### src/rtl/div_wide.sv
// Sequential radix-2 restoring divider: WN-bit dividend / W-bit divisor, one quotient bit per cycle.
// Optional WD_DIV_WIDE_DZ_FAST_EN: zero divisor detected at accept, result in one cycle with dz_o=1.
module div_wide #(
  parameter int W  = 256,
  parameter int WN = 2*W,
  parameter int M  = 32
) (
  input  logic          clk,
  input  logic          rst,
  input  logic          in_valid,
  output logic          in_ready,
  input  logic [WN-1:0] in0,
  input  logic [W-1:0]  in1,
  input  logic [M-1:0]  m_i,
  output logic          out_valid,
  input  logic          out_ready,
  output logic [WN-1:0] q_o,
  output logic [W-1:0]  r_o,
  output logic          dz_o,
  output logic [M-1:0]  m_o
);
  localparam int CW = (WN > 1) ? $clog2(WN) : 1;

  typedef enum logic [1:0] {IDLE, RUN, DONE} state_t;
  state_t state;

  // dvd holds the unconsumed dividend in its upper bits and the quotient in its lower bits
  logic [WN-1:0] dvd;
  logic [W-1:0]  dsr;
  logic [W-1:0]  rem;
  logic [M-1:0]  meta;
  logic [CW-1:0] cnt;

  logic [W:0]    t;
  logic          ge;
  logic [W-1:0]  rem_nxt;
  logic [WN-1:0] dvd_nxt;

  // When ge holds the true difference is below dsr, so a W-bit subtract is exact
  assign t       = {rem, dvd[WN-1]};
  assign ge      = t >= {1'b0, dsr};
  assign rem_nxt = ge ? (t[W-1:0] - dsr) : t[W-1:0];
  assign dvd_nxt = {dvd[WN-2:0], ge};

  assign in_ready = (state == IDLE) && !rst;

`ifdef WD_DIV_WIDE_DZ_FAST_EN
  logic dz_q;
  assign dz_o = dz_q;
`else
  assign dz_o = 1'b0;
`endif

  always_ff @(posedge clk) begin
    if (rst) begin
      state     <= IDLE;
      out_valid <= 1'b0;
      q_o       <= '0;
      r_o       <= '0;
      m_o       <= '0;
      dvd       <= '0;
      dsr       <= '0;
      rem       <= '0;
      meta      <= '0;
      cnt       <= '0;
`ifdef WD_DIV_WIDE_DZ_FAST_EN
      dz_q      <= 1'b0;
`endif
    end else begin
      case (state)
        IDLE: begin
          if (in_valid) begin
`ifdef WD_DIV_WIDE_DZ_FAST_EN
            if (in1 == '0) begin
              q_o       <= '1;
              r_o       <= in0[W-1:0];
              m_o       <= m_i;
              dz_q      <= 1'b1;
              out_valid <= 1'b1;
              state     <= DONE;
            end else
`endif
            begin
              dvd   <= in0;
              dsr   <= in1;
              meta  <= m_i;
              rem   <= '0;
              cnt   <= CW'(WN-1);
              state <= RUN;
            end
          end
        end
        RUN: begin
          dvd <= dvd_nxt;
          rem <= rem_nxt;
          if (cnt == '0) begin
            q_o       <= dvd_nxt;
            r_o       <= rem_nxt;
            m_o       <= meta;
`ifdef WD_DIV_WIDE_DZ_FAST_EN
            dz_q      <= 1'b0;
`endif
            out_valid <= 1'b1;
            state     <= DONE;
          end else begin
            cnt <= cnt - 1'b1;
          end
        end
        DONE: begin
          if (out_ready) begin
            out_valid <= 1'b0;
            state     <= IDLE;
          end
        end
        default: state <= IDLE;
      endcase
    end
  end
endmodule

### config.mk
export PLATFORM = sky130hd
export DESIGN_NAME = div_wide
export DESIGN_NICKNAME = d
export VERILOG_FILES = /design/src/rtl/div_wide.sv
export SDC_FILE = /design/constraint.sdc
export NUM_CORES = 2
export LEC_CHECK = 0
export ABC_CLOCK_PERIOD_IN_PS = 11560
export CAP_MARGIN = 20
export CORE_AREA = 2 2 632 634
export CTS_BUF_LIST = sky130_fd_sc_hd__clkbuf_8
export CTS_CLUSTER_SIZE = 10
export DETAILED_ROUTE_END_ITERATION = 10
export DIE_AREA = 0 0 634 636
export GPL_TIMING_DRIVEN = 0
export PLACE_DENSITY = 0.44
export SYNTH_ARGS = -nofsm -noshare
export SYNTH_HDL_FRONTEND = slang
export SYNTH_SLANG_ARGS = --single-unit
### constraint.sdc
create_clock -name clk -period 11.56 [get_ports clk]
set_clock_uncertainty 0.15 [all_clocks]
set_input_delay 1.734 -clock clk [delete_from_list [all_inputs] [get_ports clk]]
set_output_delay 1.734 -clock clk [all_outputs]
set_load 0.005 [all_outputs]
==> impl_metrics.tcl <==
set metrics [dict create \
    post-dp-hpwl_um 510000 \
    path_max_fanout 10 \
    power.total_mw 23.9 \
    post_layout_nonfiller_instances 20100 \
    ctsResizeCount 0 \
    fmax_mhz 121 \
    drive_above_1_share 0.0558 \
    synth_edf_count 0 \
    coreArea_um2 397000 \
    power.density_nw_per_um2 197 \
    cap_violations 0 \
    rsz0062_at_grt "no" \
    drtPass1Iterations 9 \
    peakVddDrop_v 0.000114 \
    synth_area_leader_cell "dfxtp_1" \
    worst_setup_path_start_kind "register" \
    grt_first_pass_wirelength_um 811000 \
    grt_overflow 0 \
    synthesis.area_um2 89600 \
    clk_pin_slew_ns 0.06 \
    syn-num-nets 13500 \
    die_area_um2 403000 \
    drc 0 \
    wl_per_cell_um 30.6 \
    numCtsBuffers 363 \
    synthArstFlopShare 0 \
    dp_slack_ns 3.93 \
    synthCells 12400 \
    final.fill_count 44100 \
    power.internal_mw 13.4 \
    start_util 0.226 \
    vias_per_cell 5.04 \
    min_period_over_period 0.714 \
    htree_levels 5 \
    tritoncts "yes" \
    clock_sinks 1868 \
    grt_pass1_vias 94400 \
    worstSkewPairLatency_ns 1.10 \
    power.switching_mw 10.5 \
    synthTopCellsByCount "2406 x nand2_1, 1868 x dfxtp_1, 1706 x nor2_1, 1590 x a21oi_1, 1071 x o21ai_0" \
    synth_cell_types 99 \
    worst_setup_path_end_kind "register" \
    netlist_top_cells_area "dfxtp_1 42%, nand2_1 10%, a21oi_1 8.9%, nor2_1 7.1%, o21ai_0 6.0%" \
    hold_viol_final 0 \
    worstMarginPinSlew_ns 1.35 \
    cts_setup_buffers 0 \
    synth_ff_type "dfxtp_1" \
    pwr-share-comb 0.392 \
    min_period_ns 8.26 \
    pwr-share-clk 0.298 \
    required_ns 12.36 \
    setup_slack_ns 3.30 \
    hold_buffers 0 \
    fin_tns_setup_ns 0 \
    yosysTopAreaCellShare 0.417 \
    yosysMostFrequentCell "nand2_1" \
    avgSynthCellArea_um2 7.23 \
    grt_max_degree 16 \
    slew_headroom 0.101 \
    area_growth_pct 35.2 \
    drt_iter0_markers 10200 \
    seq_area_frac_synth 0.417 \
    cts_root_buf "clkbuf_8" \
    antenna_left 0 \
    pwr-share-seq 0.310 \
    slew_violations 0 \
    vias 101000 \
    place_inst 19300 \
    grt_usage 0.290 \
    setup_violations 0 \
    crit_arrival_ns 9.06 \
    leakage_nw 45.4 \
    die_h_um 636 \
    drt_wl_total_um 614000 \
    status "completed" \
    nets 15500 \
    yosys_warnings 0 \
    hold_class "register to register" \
    synth-seq-cells 1868 \
    fp.dieW_um 634 \
    switching_share 0.441 \
    io_buffers 1604 \
    num_rows 232 \
    io_pins 1607 \
    antenna_found_initial 195 \
    clock_path_buffers 4 \
    critPathKind "register to register" \
    gp_congestion 1.03 \
]
==> path summary, 6_finish.rpt <==
check / startpoint / endpoint / slack (ns) / cells after the start
worst max-delay path: dsr[125] / rem[177] / 3.30 / 19
worst min-delay path: dvd[507] / q_o[508] / 0.26 / 2
worst max register to register: dsr[125] / rem[177] / 3.30 / 19
worst min register to register: dvd[507] / q_o[508] / 0.26 / 2
==> per-layer routing <==
layer	GRT usage	vias to the layer above	wire, um
li1	-	46500	-
met1	0.385	49000	267000
met2	0.421	4515	253000
met3	0.0756	1115	54100
met4	0.167	24	39400
met5	0	-	161
==> through the flow <==
stage	util	cell area [um^2]	hold slack, ns
floorplan	-	89600	0.284
global placement	0.283	112000	0.288
detailed placement	0.286	114000	0.294
CTS	0.305	121000	0.276
global route	0.305	121000	0.306
finish	0.305	121000	0.262
==> cell families (layout without fill, tap and decap cells) <==
group                    count (synthesis)  in the layout  synth area share
flip-flops                            1868           1868             0.417
adder cells (fa/ha/maj)                258            258            0.0361
AND/OR/NAND/NOR                       5190           5190             0.239
other                                    1             78         0.0000418
multiplexers                            58             58           0.00653
buffers and inverters                 1264           3601            0.0549
AO/OA/AOI/OAI                         3501           3501             0.222
XOR/XNOR                               250            250            0.0244
==> layout by cell type, fill, tap and decap left out, types with 19 or more instances in the layout <==
cell             Yosys  final
clkdlybuf4s50_1      0   1604
nand2b_1            20     20
nand4_1            188    188
buf_2               91    100
o21a_1              61     61
a2bb2oi_1           23     23
ha_1               257    257
a21o_1             138    138
xnor2_1            149    149
nand3_1             56     56
a21oi_1           1590   1590
a22o_1              46     46
nor4_1              43     43
a21boi_0            20     20
nor2_1            1706   1705
xor2_1             101    101
clkbuf_8             0    452
nor3_1             623    621
nand2_1           2406   2406
o211ai_1            19     19
clkbuf_2             2     32
o21bai_1           105    105
dfxtp_1           1868   1868
mux2i_1             54     54
clkinv_2             0     40
or3_1               22     22
a31oi_1             48     47
inv_1              359    482
a22oi_1             91     91
buf_8                0     34
buf_1               39     39
or2_2               27     27
a211oi_1           119    118
clkbuf_1           758    728
buf_4               11     23
diode_2              0     77
o21ai_0           1071   1070
and2_1              32     32
==> state kept, by name, summed over array words and instances, names as in the netlist <==
| signal | cells |
|---|---|
| cnt | 9 |
| dsr | 256 |
| dvd | 512 |
| m_o | 32 |
| meta | 32 |
| out_valid | 1 |
| q_o | 512 |
| r_o | 256 |
| rem | 256 |
| state | 2 |
==> cell type report <==
class	instances	area [um^2]	share of cell area
timing repair buffer	1682	17200	0.142
clock buffer	452	6220	0.0513
clock inverter	203	1290	0.0107
buffer	904	3610	0.0298
multi-input combinational	9258	47400	0.391
antenna	77	193	0.00159
sequential	1868	37400	0.308
tap	5265	6590	0.0543
inverter	360	1350	0.0111
==> power groups by stage <==
stage                     combinational, mW  sequential [mW]  clock, mW
final                                  9.37             7.39       7.11
after floorplan                        4.88             7.31          0
after global placement                 8.93             7.50          0
after detailed placement               9.01             7.50          0
after CTS                              9.05             7.37       7.24
after global routing                   9.77             7.43       7.50
==> critical path: stages (launching register included) <==
cell,delay (ns)
dfxtp_1,0.33
inv_1,0.07
ha_1,0.27
clkbuf_1,0.34
inv_1,0.11
nor3_1,0.48
nand2_1,0.35
nor4_1,0.79
nand3_1,0.26
nor2_1,0.95
o2111ai_1,0.31
buf_4,0.30
o211ai_1,0.23
a21boi_1,0.27
o21ai_2,0.35
buf_2,0.48
buf_2,0.77
nor2_1,0.08
a21oi_1,0.89
a22o_1,0.28
Note: power is estimated with default switching activity, not from simulation.
